File: src/rtl/game_phase_timer_pkg.sv
// Shared types and helpers for the game phase sequencer: phase encodings and
// the power-up window compare.
package game_timer_pkg;

  localparam int PHASE_W    = 3;
  localparam int NUM_PHASES = 5;

  typedef enum logic [PHASE_W-1:0] {
    PH_LOGO   = 3'd0,
    PH_SELECT = 3'd1,
    PH_PLAY   = 3'd2,
    PH_SCORE  = 3'd3,
    PH_AGAIN  = 3'd4
  } phase_e;

  // Operands arrive zero-extended to 32 bits; the lower bound is formed one bit
  // wider and signed so start < len yields a negative bound instead of wrapping.
  function automatic logic in_window(input logic [31:0] secs,
                                     input logic [31:0] start,
                                     input logic [31:0] len);
    logic signed [32:0] lo;
    lo = $signed({1'b0, start}) - $signed({1'b0, len});
    return (len != 32'd0) && (secs <= start) && ($signed({1'b0, secs}) > lo);
  endfunction

endpackage

File: src/rtl/game_phase_timer_if.sv
// Control inputs and phase/timer status outputs of the game phase timer.
interface game_phase_timer_if #(
  parameter int SEC_W  = 8,
  parameter int NUM_PU = 2
);
  // No handshake: every control is a level sampled on each rising clock edge,
  // and every status output is registered and valid for the whole cycle.
  logic              mode_selected;
  logic              two_player_mode;
  logic              end_game_early;
  logic              end_tutorial;
  logic              pause;
  logic              restart;
  logic [2:0]        phase;
  logic              logo;
  logic              select_mode_screen;
  logic              in_game;
  logic              end_of_game;
  logic              play_again;
  logic [SEC_W-1:0]  secs_left;
  logic              sec_pulse;
  logic [NUM_PU-1:0] powerup_on;

  modport master (
    output mode_selected, two_player_mode, end_game_early, end_tutorial, pause, restart,
    input  phase, logo, select_mode_screen, in_game, end_of_game, play_again,
    input  secs_left, sec_pulse, powerup_on
  );

  modport slave (
    input  mode_selected, two_player_mode, end_game_early, end_tutorial, pause, restart,
    output phase, logo, select_mode_screen, in_game, end_of_game, play_again,
    output secs_left, sec_pulse, powerup_on
  );
endinterface

File: src/rtl/game_phase_timer_sec_prescaler.sv
// Clock-cycle prescaler: flags the cycle in which one game second completes.
module sec_prescaler #(
  parameter int TICKS_PER_SEC = 50_000_000
) (
  input  logic clock,
  input  logic reset_n,
  input  logic enable,
  input  logic clear,
  output logic sec_pulse
);
  localparam int CNT_W = $clog2(TICKS_PER_SEC);
  localparam logic [CNT_W-1:0] LAST = CNT_W'(TICKS_PER_SEC - 1);

  logic [CNT_W-1:0] cnt_q, cnt_d;

  // sec_pulse is combinational so the phase FSM can act on the same edge as the wrap.
  always_comb begin
    sec_pulse = enable && (cnt_q == LAST);
    cnt_d     = cnt_q;
    if (clear) begin
      cnt_d = '0;
    end else if (enable) begin
      cnt_d = sec_pulse ? '0 : cnt_q + CNT_W'(1);
    end
  end

  always_ff @(posedge clock or negedge reset_n) begin
    if (!reset_n) begin
      cnt_q <= '0;
    end else begin
      cnt_q <= cnt_d;
    end
  end
endmodule

File: src/rtl/game_phase_timer.sv
// Game phase sequencer: logo, mode select, timed play, score, play-again, with a
// seconds countdown and per-channel power-up windows during play.
module game_phase_timer
  import game_timer_pkg::*;
#(
  parameter int TICKS_PER_SEC = 50_000_000,
  parameter int SEC_W         = 8,
  parameter int LOGO_SECS     = 5,
  parameter int GAME_SECS     = 60,
  parameter int SCORE_SECS    = 4,
  parameter int NUM_PU        = 2,
  parameter logic [NUM_PU*SEC_W-1:0] PU_START = {8'd20, 8'd40},
  parameter logic [NUM_PU*SEC_W-1:0] PU_LEN   = {8'd10, 8'd5}
) (
  input logic            clock,
  input logic            reset_n,
  game_phase_timer_if.slave bus
);
  phase_e                  state_q, state_d;
  logic [NUM_PHASES-1:0]   decode_q, decode_d;
  logic [SEC_W-1:0]        secs_left_q, secs_left_d;
  logic [SEC_W-1:0]        phase_secs_q, phase_secs_d;
  logic                    sec_pulse_q, sec_pulse_d;
  logic [NUM_PU-1:0]       pu_q, pu_d;
  logic                    tick, timed, state_entry;

  assign timed = (state_q == PH_LOGO) || (state_q == PH_SCORE) ||
                 ((state_q == PH_PLAY) && !bus.pause);

  sec_prescaler #(.TICKS_PER_SEC(TICKS_PER_SEC)) u_prescaler (
    .clock     (clock),
    .reset_n   (reset_n),
    .enable    (timed),
    .clear     (state_entry),
    .sec_pulse (tick)
  );

  always_comb begin
    state_d      = state_q;
    secs_left_d  = secs_left_q;
    phase_secs_d = tick ? phase_secs_q + SEC_W'(1) : phase_secs_q;
    unique case (state_q)
      PH_LOGO:   if (tick && phase_secs_q == SEC_W'(LOGO_SECS - 1)) state_d = PH_SELECT;
      PH_SELECT: if (bus.mode_selected || bus.two_player_mode) begin
                   state_d     = PH_PLAY;
                   secs_left_d = SEC_W'(GAME_SECS);
                 end
      PH_PLAY: begin
        if (tick && secs_left_q != '0) secs_left_d = secs_left_q - SEC_W'(1);
        if (bus.end_game_early || (tick && secs_left_q == SEC_W'(1))) state_d = PH_SCORE;
      end
      PH_SCORE:  if (tick && phase_secs_q == SEC_W'(SCORE_SECS - 1)) state_d = PH_AGAIN;
      PH_AGAIN:  if (bus.restart) begin
                   state_d     = PH_SELECT;
                   secs_left_d = '0;
                 end
      default:   state_d = PH_LOGO;
    endcase
    // The tutorial skip overrides everything, including the countdown load/decrement.
    if (bus.end_tutorial && state_q != PH_AGAIN) begin
      state_d     = PH_AGAIN;
      secs_left_d = secs_left_q;
    end
    state_entry = (state_d != state_q);
    if (state_entry) phase_secs_d = '0;
    decode_d    = NUM_PHASES'(1) << state_d;
    sec_pulse_d = tick;
  end

  for (genvar i = 0; i < NUM_PU; i++) begin : g_pu
    assign pu_d[i] = (state_d == PH_PLAY) &&
                     in_window(32'(secs_left_d),
                               32'(PU_START[i*SEC_W +: SEC_W]),
                               32'(PU_LEN[i*SEC_W +: SEC_W]));
  end

  always_ff @(posedge clock or negedge reset_n) begin
    if (!reset_n) begin
      state_q      <= PH_LOGO;
      decode_q     <= NUM_PHASES'(1);
      secs_left_q  <= '0;
      phase_secs_q <= '0;
      sec_pulse_q  <= 1'b0;
      pu_q         <= '0;
    end else begin
      state_q      <= state_d;
      decode_q     <= decode_d;
      secs_left_q  <= secs_left_d;
      phase_secs_q <= phase_secs_d;
      sec_pulse_q  <= sec_pulse_d;
      pu_q         <= pu_d;
    end
  end

  assign bus.phase              = state_q;
  assign bus.logo               = decode_q[PH_LOGO];
  assign bus.select_mode_screen = decode_q[PH_SELECT];
  assign bus.in_game            = decode_q[PH_PLAY];
  assign bus.end_of_game        = decode_q[PH_SCORE];
  assign bus.play_again         = decode_q[PH_AGAIN];
  assign bus.secs_left          = secs_left_q;
  assign bus.sec_pulse          = sec_pulse_q;
  assign bus.powerup_on         = pu_q;
endmodule

File: src/flat_wrapper.sv
// flat-port wrapper written by rule: the top's interface ports become plain ports
module game_phase_timer_flat import game_timer_pkg::*;
#(
  parameter int TICKS_PER_SEC = 50_000_000,
  parameter int SEC_W         = 8,
  parameter int LOGO_SECS     = 5,
  parameter int GAME_SECS     = 60,
  parameter int SCORE_SECS    = 4,
  parameter int NUM_PU        = 2,
  parameter logic [NUM_PU*SEC_W-1:0] PU_START = {8'd20, 8'd40},
  parameter logic [NUM_PU*SEC_W-1:0] PU_LEN   = {8'd10, 8'd5}
)
  (clock, reset_n, bus_mode_selected, bus_two_player_mode, bus_end_game_early, bus_end_tutorial, bus_pause, bus_restart, bus_phase, bus_logo, bus_select_mode_screen, bus_in_game, bus_end_of_game, bus_play_again, bus_secs_left, bus_sec_pulse, bus_powerup_on);
  game_phase_timer_if #(.SEC_W(SEC_W), .NUM_PU(NUM_PU)) bus_i ();
  input logic clock;
  input logic reset_n;
  input wire logic [$bits(bus_i.mode_selected)-1:0] bus_mode_selected;
  input wire logic [$bits(bus_i.two_player_mode)-1:0] bus_two_player_mode;
  input wire logic [$bits(bus_i.end_game_early)-1:0] bus_end_game_early;
  input wire logic [$bits(bus_i.end_tutorial)-1:0] bus_end_tutorial;
  input wire logic [$bits(bus_i.pause)-1:0] bus_pause;
  input wire logic [$bits(bus_i.restart)-1:0] bus_restart;
  output wire logic [$bits(bus_i.phase)-1:0] bus_phase;
  output wire logic [$bits(bus_i.logo)-1:0] bus_logo;
  output wire logic [$bits(bus_i.select_mode_screen)-1:0] bus_select_mode_screen;
  output wire logic [$bits(bus_i.in_game)-1:0] bus_in_game;
  output wire logic [$bits(bus_i.end_of_game)-1:0] bus_end_of_game;
  output wire logic [$bits(bus_i.play_again)-1:0] bus_play_again;
  output wire logic [$bits(bus_i.secs_left)-1:0] bus_secs_left;
  output wire logic [$bits(bus_i.sec_pulse)-1:0] bus_sec_pulse;
  output wire logic [$bits(bus_i.powerup_on)-1:0] bus_powerup_on;
  assign bus_i.mode_selected = bus_mode_selected;
  assign bus_i.two_player_mode = bus_two_player_mode;
  assign bus_i.end_game_early = bus_end_game_early;
  assign bus_i.end_tutorial = bus_end_tutorial;
  assign bus_i.pause = bus_pause;
  assign bus_i.restart = bus_restart;
  assign bus_phase = bus_i.phase;
  assign bus_logo = bus_i.logo;
  assign bus_select_mode_screen = bus_i.select_mode_screen;
  assign bus_in_game = bus_i.in_game;
  assign bus_end_of_game = bus_i.end_of_game;
  assign bus_play_again = bus_i.play_again;
  assign bus_secs_left = bus_i.secs_left;
  assign bus_sec_pulse = bus_i.sec_pulse;
  assign bus_powerup_on = bus_i.powerup_on;
  game_phase_timer #(.TICKS_PER_SEC(TICKS_PER_SEC), .SEC_W(SEC_W), .LOGO_SECS(LOGO_SECS), .GAME_SECS(GAME_SECS), .SCORE_SECS(SCORE_SECS), .NUM_PU(NUM_PU), .PU_START(PU_START), .PU_LEN(PU_LEN)) u_core (.clock(clock), .reset_n(reset_n), .bus(bus_i));
endmodule
File: config.mk
export PLATFORM = sky130hd
export DESIGN_NAME = game_phase_timer_flat
export DESIGN_NICKNAME = d
export VERILOG_FILES = /design/src/rtl/game_phase_timer_pkg.sv /design/src/rtl/game_phase_timer_if.sv /design/src/rtl/game_phase_timer_sec_prescaler.sv /design/src/rtl/game_phase_timer.sv /design/src/flat_wrapper.sv
export SDC_FILE = /design/constraint.sdc
export NUM_CORES = 1
export LEC_CHECK = 0
export ABC_AREA = 1
export BUFFER_PORTS_ARGS = -buffer_cell sky130_fd_sc_hd__buf_2
export CORE_UTILIZATION = 60
export DETAILED_ROUTE_END_ITERATION = 6
export GPL_ROUTABILITY_DRIVEN = 0
export PLACE_DENSITY = 0.79
export RECOVER_POWER = 50
export SLEW_MARGIN = 10
export SYNTH_ARGS = -nofsm -noshare
export SYNTH_HDL_FRONTEND = slang
export SYNTH_SLANG_ARGS = --single-unit
File: constraint.sdc
create_clock -name clock -period 3.95 [get_ports clock]
set_input_delay 0.1975 -clock clock [delete_from_list [all_inputs] [get_ports clock]]
set_output_delay 0.1975 -clock clock [all_outputs]
set_load 0.01 [all_outputs]
Yosys cells after proc, flatten, opt, wreduce, memory -nomap -nowiden --
Index checks and enable logic that the tools add are counted.
Word-level totals: logic and storage cells 63, input bits 8, register bits 53, output and inout port bits 19
Operators by class: $lt $le $gt $ge 4, mux-type cells 17, shifts and indexed selects 1, reductions and logical operators 20, eq/ne operators 11, add/subtract/negate cells 3
Operator list (number):
- 26-bit two-way mux | 3
- 8-bit two-way mux | 6
- 26-bit by 1-bit adder with 26-bit output (second input constant) | 1
- 26-bit == test (second input constant) | 1
- 8-bit one-hot mux with 3 select lines | 1
- 3-bit two-way mux | 6
- 3-bit one-hot mux with 5 select lines | 1
- 1-bit logical AND | 11
- 3-bit by 2-bit == test with 1-bit output (second input constant) | 3
- 8-bit by 1-bit adder with 8-bit output (second input constant) | 1
- 8-bit by 1-bit == test with 1-bit output (second input constant) | 1
- 8-bit by 2-bit == test with 1-bit output (second input constant) | 1
- 8-bit by 3-bit == test with 1-bit output (second input constant) | 1
- 8-bit by 4-bit > comparator with 1-bit output (second input constant) | 1
- 8-bit by 6-bit > comparator with 1-bit output (second input constant) | 1
- 8-bit by 5-bit less-or-equal comparator with 1-bit output (second input constant) | 1
- 8-bit by 6-bit less-or-equal comparator with 1-bit output (second input constant) | 1
- 8-bit nonzero test | 1
- 8-bit by 1-bit subtractor with 8-bit output (second input constant) | 1
- 1-bit by 3-bit left shift with 5-bit output (first input constant) | 1
- 1-bit logical OR | 4
- 2-bit nonzero test | 2
- 3-bit by 1-bit == test with 1-bit output (second input constant) | 1
- 3-bit == test (second input constant) | 1
- other kinds (4) | 4

Depth between registers and ports, before layout --
depth after elaboration 11, depth in mapped cells 17, gate-level depth less buffers 17

By module --
From an unflattened synthesis, not the netlist that was laid out.
Unflattened totals: cell total of the unflattened synthesis 525, area total of the unflattened synthesis 3679.8 um^2
By module, submodules not included:
- game_phase_timer | cells an instance 274, instances 1, area each 1888.1 um^2, seq. area each 676.9 um^2
- sec_prescaler | cells an instance 251, instances 1, area each 1791.7 um^2, seq. area each 650.6 um^2

Least setup slack after synthesis --
No wires, ideal clock.
kind reg-to-reg, start point register u_core.u_prescaler.cnt_q[0], end point register u_core.u_prescaler.cnt_q[15], clock period less this slack 2.095 ns, slack 1.855 ns, setup time 0.118 ns, stages on the path, launching flop included 16, arrival time 1.976 ns, buffers on the path 1, data required time 3.832 ns, cells stage by stage dfrtp_1 -> ha_1 -> nand3_2 -> nor2_4 -> nand3_2 -> nor2_8 -> nand2_2 -> nand2_2 -> nand2_1 -> nand2_1 -> nand2_1 -> nand2_2 -> nor2_8 -> buf_4 -> nand4_1 -> nand2_1
Between the ends: cells in the longest elaborated chain, start to end 9, elaborated cells on any way between the ends 17, classes of those cells add/sub (1); eq/ne (2); mux (8); reduce/logical (6)
RTL lines:
- start, declared | RTL line game_phase_timer_sec_prescaler.sv:14 | logic [CNT_W-1:0] cnt_q, cnt_d;
- start signal, assigned | RTL line game_phase_timer_sec_prescaler.sv:31 | cnt_q <= cnt_d;
- 26-bit == test * | RTL line game_phase_timer_sec_prescaler.sv:18 | sec_pulse = enable && (cnt_q == LAST);
- 1-bit logical AND * | RTL line game_phase_timer_sec_prescaler.sv:18
- named net u_core.sec_pulse_d | RTL line game_phase_timer.sv:23 | logic sec_pulse_q, sec_pulse_d;
- 1-bit logical AND | RTL line game_phase_timer.sv:50 | if (bus.end_game_early || (tick && secs_left_q == SEC_W'(1))) state_d = PH_SCORE;
- 1-bit logical OR | RTL line game_phase_timer.sv:50
- 3-bit two-way mux | RTL line game_phase_timer.sv:50
- 3-bit one-hot mux with 5 select lines | RTL line game_phase_timer.sv:42 | unique case (state_q)
- 3-bit two-way mux | RTL line game_phase_timer.sv:60 | if (bus.end_tutorial && state_q != PH_AGAIN) begin
- 3-bit inequality test | RTL line game_phase_timer.sv:64 | state_entry = (state_d != state_q);
- 26-bit two-way mux / 2-bit nonzero test (equally long branches)
The timed path passes the listed nets; every way through them passes the cells marked *. The select of a mux whose other input is x is not followed. A chain may end at the register's enable or synchronous reset.

Worst setup path after layout --
start point register u_core.state_q[0] (netlist: u_core.bus.phase[0]), end point register u_core.phase_secs_q[1]
Between the ends: cells in the longest elaborated chain, start to end 11, elaborated cells on any way between the ends 25, classes of those cells eq/ne (6); mux (8); reduce/logical (11)
RTL lines:
- start, declared | RTL line game_phase_timer.sv:19 | phase_e state_q, state_d;
- start signal, assigned | RTL line game_phase_timer.sv:86 | state_q <= state_d;
- 3-bit by 2-bit == test with 1-bit output (tied with other cells) | RTL line game_phase_timer.sv:27 | assign timed = (state_q == PH_LOGO) || (state_q == PH_SCORE) ||
- 1-bit logical OR / 1-bit logical AND (equally long branches) | RTL line game_phase_timer.sv:27, game_phase_timer.sv:28
- 1-bit logical OR * | RTL line game_phase_timer.sv:27
- 1-bit logical AND * | RTL line game_phase_timer_sec_prescaler.sv:18
- named net u_core.sec_pulse_d | RTL line game_phase_timer.sv:23
- 1-bit logical AND | RTL line game_phase_timer.sv:50
- 1-bit logical OR | RTL line game_phase_timer.sv:50
- 3-bit two-way mux | RTL line game_phase_timer.sv:50
- 3-bit one-hot mux with 5 select lines | RTL line game_phase_timer.sv:42
- 3-bit two-way mux | RTL line game_phase_timer.sv:60
- 3-bit inequality test | RTL line game_phase_timer.sv:64
- 8-bit two-way mux / 2-bit nonzero test (equally long branches)
- end signal, assigned | RTL line game_phase_timer.sv:89 | phase_secs_q <= phase_secs_d;
- end, declared | RTL line game_phase_timer.sv:22 | logic [SEC_W-1:0] phase_secs_q, phase_secs_d;
The timed path passes the listed nets; every way through them passes the cells marked *.

==> results.yml <==
synthesis:
  synth_area_leader_cell: "dfrtp_1"
  synth-edff-count: 0
  syn_nets: 593
  ys_seq_area_share_pct: 33.8
  syn_avg_cell_area_um2: 6.77
  synthTopCellsByArea: "dfrtp_1 (33%), nand2_1 (14%), nand4_1 (10%)"
  ys_types: 33
  ys_ff_latch: 53
  netlist_area_mm2: 0.00392
  synth_top_area_share_pct: 33.2
  synth-async-reset-ratio_pct: 100
  synth_common_cells: "nand2_1 (147), nor2_1 (80), inv_1 (72)"
  synth_most_common_cell: "nand2_1"
  synth_cells: 580
  ys.flop_type: "dfrtp_1"
  yosys_warnings: 0
detailed_routing:
  wire_per_inst_um: 13.4
  vias: 3810
  drt-initial-drc-count: 210
  drtAntennaViolNets: 0
  drc: 0
  routed_wl_mm: 8.99
  via_per_inst: 5.66
  firstDrtPassIters: 5
clock_tree:
  cts_tree: "built"
  hold_buffers: 0
  ctsResizeCount: 0
  clk_latency_ns: 0.31
  cts_max_level: 2
  clock_path_buffers: 2
  cts_setup_buffers: 0
  cts_made_buffers: 5
  cts-root-buf: "clkbuf_8"
  clock_sinks: 53
  clk_pin_slew_ns: 0.09
critical_path:
  crit_path_max_incr_delay_ns: 0.51
  critPathMostFrequentCell: "nand2_2"
  cp-end-kind: "flop"
  cp_slowest_cell: "nor2_8"
  critPathLaunchType: "flop"
  critPathMaxFanout: 52
  critical_path_class: "reg -> reg"
  crit_required_ns: 4.18
  path_cells: "nor2_1, nand2_1, nand2_4, nand3_2, nor2_8, nand2_2, nand2_2, nand2_1, nand3_1, nand2_2, nor2_8, nand2_2, a21oi_1"
  critPathArrivalTime_ns: 3.22
final_layout:
  stdcell_area_mm2: 0.00414
  num_antenna_cells: 0
  fillers: 585
  area_growth_pct: 5.61
  finalNetCount: 608
  fin_util_pct: 65.6
  drive_above_1_share_pct: 9.06
sta:
  slew_headroom_pct: -85.1
  clock_skew_ns: 0.00904
  setup_viol: 0
  tightest_slew_ns: 2.78
  setup-tns-final_ns: 0
  finalMaxSlewViolations: 54
  grt_setup_unrepaired: "false"
  min_period_ns: 2.99
  fin_crit_sh_pct: 75.7
  hold_violations: 0
  max_clock_freq_mhz: 335
grt:
  grt.total_usage_pct: 27.3
  grt_first_pass_wirelength_mm: 15.9
  grt_pass1_vias: 3631
  grt_start_max_net_pins: 54
  antenna_found_initial: 0
  overflow: 0
status:
  violations: "capacitance limit, slew limit"
  status: "complete, but fails checks"
die:
  die_h_um: 82.9
  die_area_mm2: 0.00687
  initial_core_util_pct: 62.1
  rows: 29
  core_area_mm2: 0.00631
  die_w_um: 82.9
  num_io_pins: 27
placement:
  dpl-instance-area_mm2: 0.00405
  portBuffers: 26
  place_hpwl_mm: 6.61
power_and_ir_drop:
  p_leak_nw: 2.14
  p_sw_mw: 1.31
  p_seq_share_pct: 28.5
  p_per_area_mw_per_mm2: 591
  clkPwrFrac_pct: 15.2
  p_comb_share_pct: 56.3
  p_int_mw: 1.14
  ir_worst_vdd_mv: 0.487
  swShare_pct: 53.6
flow_run:
  cap_violations: 1
min_path:
  hold_path_class: "in -> reg"
-- cells by family after synthesis --
kind of cell,synth area share (%)
xor+xnor,5.80
buf+inv,10.5
compound gates,1.53
flops,33.8
fa+ha+maj,1.59
simple gates,46.8
-- state kept, by name, summed over array words and instances, names as in the netlist --
name / cells
u_core.u_prescaler.cnt_q: 26
u_core.bus.secs_left: 8
u_core.phase_secs_q: 8
u_core.decode_q: 5
u_core.bus.phase: 3
u_core.bus.powerup_on: 2
u_core.bus.sec_pulse: 1
-- final cells by class --
class                   instances  area (um2)  area share [%]
multi-input cells             429        2190            52.7
flip-flops and latches         53        1330            32.0
inverters                      78         293            7.07
repair buffers                 28         130            3.14
well taps                      77        96.3            2.32
clock buffers                   6        72.6            1.75
clock inverters                 2        38.8           0.936
-- cells in the final DEF (no fill, tap or decap), types with 2 or more instances in the layout --
cell,n
nor3_2,4
nor2_1,80
ha_1,5
dfrtp_1,52
or2_2,2
xor2_1,23
a21oi_1,7
nand4_1,65
inv_1,72
clkbuf_8,5
nand3_2,4
clkbuf_1,11
nor4_1,5
nor3_1,16
o21ai_0,3
xnor2_1,3
buf_2,17
nor2_2,2
nand2_2,7
inv_2,5
o21ai_1,2
nand2_1,147
nand3_1,47
nor2_8,2
-- worst paths after layout --
| path | slack [ns] | to | cells past startpoint | from |
|---|---|---|---|---|
| min in group asynchronous | 0.86 | u_core.u_prescaler.cnt_q[11] | 2 | reset_n |
| max in group asynchronous | 1.52 | u_core.bus.secs_left[4] | 2 | reset_n |
| setup / recovery | 0.96 | u_core.phase_secs_q[1] | 13 | u_core.bus.phase[0] |
| setup reg to reg | 0.96 | u_core.phase_secs_q[1] | 13 | u_core.bus.phase[0] |
| hold reg to reg | 0.56 | u_core.phase_secs_q[7] | 2 | u_core.phase_secs_q[7] |
| hold / removal | 0.33 | u_core.decode_q[2] | 6 | bus_end_game_early |
-- worst max-delay path, delay by kind of cell, from the launching register on --
kind            cells  cell delay (ns)
simple gates       12             2.28
flops               1             0.47
compound gates      1             0.17
-- per-layer routing --
layer	global-route usage (%)	up-vias	part of all wire [%]
met5	0	-	0
met4	8.46	0	1.7
met3	4.08	14	4.5
met2	47.5	120	49
met1	34.9	1757	45
li1	-	1919	-
-- per-stage QoR --
step / cells / hold slack [ns] / total power, mW / setup slack [ns]
2_1_floorplan: 580 / -0.0981 / 1.88 / 1.86
3_3_place_gp: 665 / 0.349 / 2.04 / 1.14
3_5_place_dp: 665 / 0.355 / 2.08 / 0.994
4_1_cts: 673 / 0.0192 / 2.45 / 0.993
5_1_grt: 673 / 0.352 / 2.65 / 0.715
6_report: 673 / 0.335 / 2.45 / 0.961
-- power groups by stage --
stage	clock network [mW]	registers, mW	logic, mW
2_1_floorplan	0	0.728	1.15
3_5_place_dp	0	0.704	1.37
6_report	0.371	0.698	1.38
5_1_grt	0.393	0.708	1.55
3_3_place_gp	0	0.702	1.33
4_1_cts	0.383	0.696	1.37
Note: power is estimated with default switching activity, not from simulation.
